File: config.mk
export PLATFORM = sky130hd
export DESIGN_NAME = matrix_result_unloader
export DESIGN_NICKNAME = d
export VERILOG_FILES = /design/src/rtl/matrix_result_unloader.sv
export SDC_FILE = /design/constraint.sdc
export NUM_CORES = 1
export LEC_CHECK = 0
export CAP_MARGIN = 20
export CORE_ASPECT_RATIO = 0.5
export CORE_MARGIN = 10
export CORE_UTILIZATION = 35
export DETAILED_ROUTE_END_ITERATION = 6
export HOLD_SLACK_MARGIN = 0.12
export SKIP_CTS_REPAIR_TIMING = 1
export SLEW_MARGIN = 20
export SYNTH_ARGS = -nofsm -noshare
export SYNTH_HDL_FRONTEND = slang
export SYNTH_SLANG_ARGS = --single-unit
export TNS_END_PERCENT = 10
File: constraint.sdc
create_clock -name CLK -period 3.45 [get_ports CLK]
set_input_delay 0.69 -clock CLK [delete_from_list [all_inputs] [get_ports CLK]]
set_output_delay 0.69 -clock CLK [all_outputs]
set_load 0.01 [all_outputs]
File: src/rtl/matrix_result_unloader.sv
// ============================================================================
// matrix_result_unloader : streams a captured DIMxDIM result matrix out as
// OUT_W-bit beats, row-major, MSB byte first, with valid/ready handshake.
// Revision: 1.0 - initial release
// ============================================================================
`default_nettype none

module matrix_result_unloader #(
    parameter int ELEM_W = 16,
    parameter int OUT_W  = 8,
    parameter int DIM    = 2
) (
    input  logic                      CLK,
    input  logic                      RST,
    input  logic [DIM*DIM*ELEM_W-1:0] res_mat,
    input  logic                      res_valid,
    input  logic [3:0]                R,
    input  logic [3:0]                C,
    output logic                      in_ready,
    output logic [OUT_W-1:0]          out_data,
    output logic                      out_valid,
    input  logic                      out_ready,
    output logic                      out_last,
    output logic                      done,
    output logic                      overrun
);

    localparam int TOT_W  = DIM * DIM * ELEM_W;
    localparam int BEATS  = ELEM_W / OUT_W;
    localparam int NBYTES = DIM * DIM * BEATS;
    localparam int CNT_W  = $clog2(DIM + 1);
    localparam int IDX_W  = (DIM > 1) ? $clog2(DIM) : 1;
    localparam int BEAT_W = (BEATS > 1) ? $clog2(BEATS) : 1;
    localparam int BYTE_W = (NBYTES > 1) ? $clog2(NBYTES) : 1;

    typedef enum logic [1:0] {
        S_IDLE = 2'd0,
        S_SEND = 2'd1,
        S_FIN  = 2'd2
    } state_t;

    state_t              state;
    state_t              next_state;
    logic [TOT_W-1:0]    buf_mat;
    logic [CNT_W-1:0]    rows_q;
    logic [CNT_W-1:0]    cols_q;
    logic [IDX_W-1:0]    row;
    logic [IDX_W-1:0]    col;
    logic [BEAT_W-1:0]   beat;
    logic [CNT_W-1:0]    r_clamp;
    logic [CNT_W-1:0]    c_clamp;
    logic [BYTE_W-1:0]   byte_idx;
    logic                beat_last;
    logic                col_last;
    logic                row_last;
    logic                is_last;
    logic [OUT_W-1:0]    byte_arr [NBYTES];

    // Byte k of the flat buffer, counted from the MSB end.
    for (genvar k = 0; k < NBYTES; k++) begin : g_bytes
        assign byte_arr[k] = buf_mat[TOT_W-1-OUT_W*k -: OUT_W];
    end

    assign r_clamp   = (R > 4'(DIM)) ? CNT_W'(DIM) : CNT_W'(R);
    assign c_clamp   = (C > 4'(DIM)) ? CNT_W'(DIM) : CNT_W'(C);
    assign beat_last = (beat == BEAT_W'(BEATS - 1));
    assign col_last  = (CNT_W'(col) == cols_q - CNT_W'(1));
    assign row_last  = (CNT_W'(row) == rows_q - CNT_W'(1));
    assign is_last   = beat_last && col_last && row_last;
    assign byte_idx  = BYTE_W'(row) * BYTE_W'(DIM * BEATS)
                     + BYTE_W'(col) * BYTE_W'(BEATS)
                     + BYTE_W'(beat);

    always_ff @(posedge CLK) begin
        if (RST) begin
            state <= S_IDLE;
        end else begin
            state <= next_state;
        end
    end

    always_comb begin
        next_state = state;
        in_ready   = 1'b0;
        out_valid  = 1'b0;
        out_last   = 1'b0;
        out_data   = '0;
        done       = 1'b0;
        case (state)
            S_IDLE: begin
                in_ready = 1'b1;
                if (res_valid) begin
                    next_state = (r_clamp == '0 || c_clamp == '0) ? S_FIN : S_SEND;
                end
            end
            S_SEND: begin
                out_valid = 1'b1;
                out_data  = byte_arr[byte_idx];
                out_last  = is_last;
                if (out_ready && is_last) begin
                    next_state = S_FIN;
                end
            end
            S_FIN: begin
                done       = 1'b1;
                next_state = S_IDLE;
            end
            default: next_state = S_IDLE;
        endcase
    end

    always_ff @(posedge CLK) begin
        if (RST) begin
            buf_mat <= '0;
            rows_q  <= '0;
            cols_q  <= '0;
            row     <= '0;
            col     <= '0;
            beat    <= '0;
            overrun <= 1'b0;
        end else begin
            if (state == S_IDLE && res_valid) begin
                buf_mat <= res_mat;
                rows_q  <= r_clamp;
                cols_q  <= c_clamp;
                row     <= '0;
                col     <= '0;
                beat    <= '0;
            end
            if (state != S_IDLE && res_valid) begin
                overrun <= 1'b1;
            end
            // Columns beyond cols_q are never visited, which skips elements outside R x C.
            if (state == S_SEND && out_ready && !is_last) begin
                if (beat_last) begin
                    beat <= '0;
                    if (col_last) begin
                        col <= '0;
                        row <= row + IDX_W'(1);
                    end else begin
                        col <= col + IDX_W'(1);
                    end
                end else begin
                    beat <= beat + BEAT_W'(1);
                end
            end
        end
    end

endmodule

`default_nettype wire
==> results of run 1 <==
[final cells by class]
cell class	count	area, µm²	area share
clock buffer	9	225	0.0502
tap	117	146	0.0326
timing repair buffer	95	941	0.210
inverter	4	17.5	0.00390
clock inverter	7	93.8	0.0209
multi-input combinational	272	1580	0.352
sequential	74	1480	0.330
[per-stage QoR]
step / hold slack (ns) / utilization / total power [µW]
floorplan: 0.433 / - / 1160
global placement: 0.438 / 0.472 / 1300
detailed placement: 0.446 / 0.472 / 1310
CTS: 0.454 / 0.508 / 2300
global route: 0.469 / 0.508 / 2390
finish: 0.451 / 0.508 / 2270
[registers in the layout, indices dropped and copies added (netlist names)]
signal and cells:
beat 1, row 1, rows_q 2, buf_mat 64
col 1, cols_q 2, overrun 1, state 2
[worst min-delay path, delay by kind of cell, from the launching register on]
| family | cells | cell delay, ns |
|---|---|---|
| compound gates | 1 | 0.05 |
| simple gates | 1 | 0.05 |
| flops | 1 | 0.30 |
[how the worst min path moves through the flow]
stage | endpoint | cells past startpoint | from | slack (ns)
6_report | buf_mat[39] | 2 | buf_mat[39] | 0.45
3_5_place_dp | buf_mat[23] | 2 | buf_mat[23] | 0.45
5_1_grt | buf_mat[49] | 2 | buf_mat[49] | 0.47
3_3_place_gp | overrun | 2 | overrun | 0.44
2_1_floorplan | buf_mat[16] | 2 | buf_mat[16] | 0.43
4_1_cts | buf_mat[23] | 2 | buf_mat[23] | 0.45
[per-layer routing]
metal	global-route usage	routed length, µm
met1	0.152	3770
met2	0.214	4320
met3	0.0440	409
met4	0.0515	151
met5	0	0
[report_power, final]
group | internal [µW] | switching [µW] | total [µW]
logic | 173 | 160 | 332
registers | 919 | 34.4 | 953
clock network | 631 | 358 | 989
total | 1720 | 552 | 2270
[cells in the final DEF, fill, tap and decap left out, types with 6 or more instances in the layout]
cell type        instances
mux4_2                  16
nor2_1                  13
nand2_1                131
mux2i_1                  8
buf_4                    6
clkbuf_16                9
dfxtp_1                 74
a21oi_1                 69
clkdlybuf4s50_1         87
[logic make-up after synthesis]
family	count (synthesis)
simple gates	167
compound gates	79
flops	74
buf+inv	33
mux	26
==> summary.txt, run 1 <==
Outcome = finished, final reports clean
Nets = 532
Critical path arrival = 2.37 ns
Via count = 2802
Rows = 24
TritonCTS Buffers = 9
Post-synth top area cell = dfxtp_1
Placed cell area = 0.00417 mm²
Cell Area, Synth = 0.00323 mm²
Final WL = 8660 µm
Post-Place Cells = 562
Final-report setup violation count = 0
Sequential-to-total area share from yosys stat = 0.459
#FFs+latches synth = 74
Post-synthesis cell count = 379
HPWL Detailed = 6380 µm
Critical path endpoint category = output pin
RSZ-0062 raised after global routing = false
Synth top cells by count = nand2_1, dfxtp_1, a21oi_1
Port bufs = 88
Period utilisation layout = 0.886
Crit path to = out_data[4]
Chip height = 87.9 µm
Top Ports = 89
Core Region = 0.00883 mm²
Final Hold Viols = 0
First-pass GRT wire length = 14000 µm
Worst-path cell chain = buf_12 -> mux4_2 -> mux2i_1 -> nor2_1 -> clkdlybuf4s50_1
Rel. slew slack = 0.552
Crit Path Max Fanout = 14
Ys async rst share = 0
Post-route cell area = 0.00449 mm²
Die X = 156 µm
EDFF count, synth = 0
P_leak = 0.00161 µW
Gr usage total = 0.129
Crit path depth = 5
Area growth syn-to-layout = 39.0%
Vias in the first global route = 2798
Antenna Nets Post-Route = 0
Post-DR wirelength/cell = 15.0 µm
Crit start category = flop
Syn nets = 455
Setup ws final = 0.394 ns
Worst-Margin Slew = 0.671 ns
Synthesized area per cell = 8.51 µm²
Count leader, synth = nand2_1
Final min period = 3.06 ns
R2r endpoint = cols_q[1]
Share of cells above drive strength 1 = 0.102
Main combinational cell family by area after synthesis = simple AND/OR/NAND/NOR gates
F_max = 327 MHz
CTS tree = built
Clock slew at reported path FFs = 0.06 ns
Post-synthesis xor/xnor area fraction = 0
Crit path max-delay cell type = dfxtp_1
N_diodes = 0
CP max stage delay = 0.57 ns
Max cap viols = 0
TNS Setup = 0 ns
Place WS = 0.739 ns
Ys flop type = dfxtp_1
CTS Sinks = 74
Count of non-filler cells in the finished layout = 578
Total grt overflow = 0
GPL Wtd Cong = 0.732
Required time worst endpoint = 2.76 ns
Synth Area in Adders = 0
HP Class = reg2reg
# H-tree levels = 3
Setup Crit Path Kind = reg2out
Vias/cell = 4.85
Max Root-Sink Buffers = 2
TritonRoute pass-1 iters = 4
Distinct cell type count of the synthesized netlist = 37
Simple-Gate Fraction of Synth Area = 0.215
Post-synthesis mux area share = 0.145
Slew Viols, Final = 0
R2R setup slack = 1.52 ns
R2R cell count = 5
Top delay family on crit path = buffers and inverters
Top cells by area, synth = dfxtp_1, nand2_1, mux4_2
Die ar. = 0.0137 mm²
Worst Path Buf+Inv = 2
VDD IR max = 0.228 mV
Synth Area in Compound Gates = 0.129
Ys Warns = 0
Worst-Skew Late Latency = 0.34 ns
DRC violations left = 0
Drt initial violations = 112
Starting density of the core = 0.366
Fillers = 855
Worst reg2reg startpoint = state[1]
Largest net degree at the start of global routing = 53
CTS Root Cell = clkbuf_16
PD cells = 507 mW/mm²
Yosys top cell area share = 0.459
Worst Setup SP = col
Final Skew = 0.00290 ns
Initial antenna violation count = 0
Power figures use the tool's default switching activity.
==> inputs of run 2 (changes only) <==
PLACE_DENSITY_LB_ADDON = 0.12   (was default)
==> summary.txt, run 2 (synthesis results as in run 1) <==
DRC violations left = 0
PD cells = 495 mW/mm²
Critical path arrival = 2.26 ns
Post-DR wirelength/cell = 15.7 µm
R2R cell count = 5
Chip height = 87.9 µm
Core Region = 0.00883 mm²
Area growth syn-to-layout = 38.8%
Setup Crit Path Kind = reg2out
Most frequent cells in the layout = nand2_1, clkdlybuf4s50_1, dfxtp_1
Hold path endpoint = overrun
Rel. slew slack = 0.444
HPWL Detailed = 6620 µm
Worst reg2reg startpoint = state[1]
Top reg by flops = buf_mat
Outcome = finished, final reports clean
Crit Path Max Fanout = 10
# H-tree levels = 3
Crit start category = flop
R2r endpoint = buf_mat[48]
Nets = 536
Hold Path Origin = overrun
Antenna Nets Post-Route = 0
TNS Setup = 0 ns
CTS Root Cell = clkbuf_16
Max cap viols = 0
Vias in the first global route = 2635
Critical path endpoint category = output pin
Drt initial violations = 214
Total grt overflow = 0
Hold Crit Depth = 2
RSZ-0062 raised after global routing = false
GPL Wtd Cong = 0.785
Via count = 2811
Max Root-Sink Buffers = 2
Slew Viols, Final = 0
Clock power share = 0.415
VDD IR max = 0.270 mV
Gr usage total = 0.134
Register share of total power = 0.433
HP Class = reg2reg
Starting density of the core = 0.366
Die ar. = 0.0137 mm²
Final-report setup violation count = 0
NetSw = 553 µW
Clock slew at reported path FFs = 0.06 ns
Vias/cell = 4.84
Final WL = 9130 µm
F_max = 339 MHz
R2R setup slack = 1.58 ns
Rows = 24
Top Ports = 89
Die X = 156 µm
Final Skew = 0.00511 ns
Util after Layout = 0.507
Final Hold Viols = 0
Crit path max-delay cell type = mux4_2
Pint = 1670 µW
CTS tree = built
Sw Ratio = 0.249
Gate power share = 0.152
Worst-path cell chain = buf_4 -> mux4_2 -> mux2i_1 -> nor2_1 -> clkdlybuf4s50_1
Period utilisation layout = 0.856
CP max stage delay = 0.54 ns
Port bufs = 88
Worst-Skew Late Latency = 0.33 ns
Worst-Margin Slew = 0.834 ns
Initial antenna violation count = 0
Required time worst endpoint = 2.76 ns
Commonest non-fill, non-tap cell in the layout = nand2_1
N_diodes = 0
Share of cells above drive strength 1 = 0.108
First-pass GRT wire length = 14500 µm
Largest net degree at the start of global routing = 46
TritonRoute pass-1 iters = 5
Final min period = 2.95 ns
Max reg flops = 64
CTS Sinks = 74
TritonCTS Buffers = 9
P_leak = 0.00162 µW
## run 2: how the worst max path moves through the flow
stage / to / startpoint / slack (ns)
floorplan: out_data[0] / col / 1.48
global placement: out_data[1] / col / 0.86
detailed placement: out_data[6] / beat / 0.84
CTS: out_data[1] / col / 0.48
global route: out_data[7] / col / 0.39
finish: out_data[5] / beat / 0.50
## run 2: worst max-delay path: cells and delay by family, from the launching register on
kind	cells	cell delay, ns
DFF	1	0.43
buffers and inverters	2	0.76
and+or+nand+nor	1	0.06
muxes	2	0.68
## run 2: through the flow
| stage | total power [µW] | setup WS (ns) | hold slack, ns | instance area [µm²] | cells |
|---|---|---|---|---|---|
| 2_1_floorplan | 1160 | 1.48 | 0.433 | 3230 | 379 |
| 3_3_place_gp | 1310 | 0.857 | 0.437 | 4190 | 566 |
| 3_5_place_dp | 1320 | 0.840 | 0.441 | 4190 | 566 |
| 4_1_cts | 2240 | 0.476 | 0.454 | 4480 | 581 |
| 5_1_grt | 2320 | 0.393 | 0.467 | 4480 | 581 |
| 6_report | 2220 | 0.497 | 0.452 | 4480 | 581 |
## run 2: layout make-up
type	count	area, µm²
Clock buffer	10	239
Sequential cell	74	1480
Tap cell	117	146
Fill cell	869	4350
Inverter	4	17.5
Timing Repair Buffer	99	958
Clock inverter	5	55.1
Multi-Input combinational cell	272	1580
## run 2: power groups by stage
stage | clock, µW | combinational (µW) | sequential (µW)
after floorplan | 0 | 198 | 960
final | 921 | 337 | 960
after CTS | 938 | 342 | 959
after global routing | 980 | 374 | 967
after detailed placement | 0 | 339 | 976
after global placement | 0 | 338 | 977
## run 2: per-layer routing
layer  up-vias  track usage  share of wire
li1       1441            -              -
met2        83        0.181           0.41
met1      1282        0.194           0.51
met4         0       0.0380         0.0078
met3         5       0.0460          0.070
met5         -            0              0
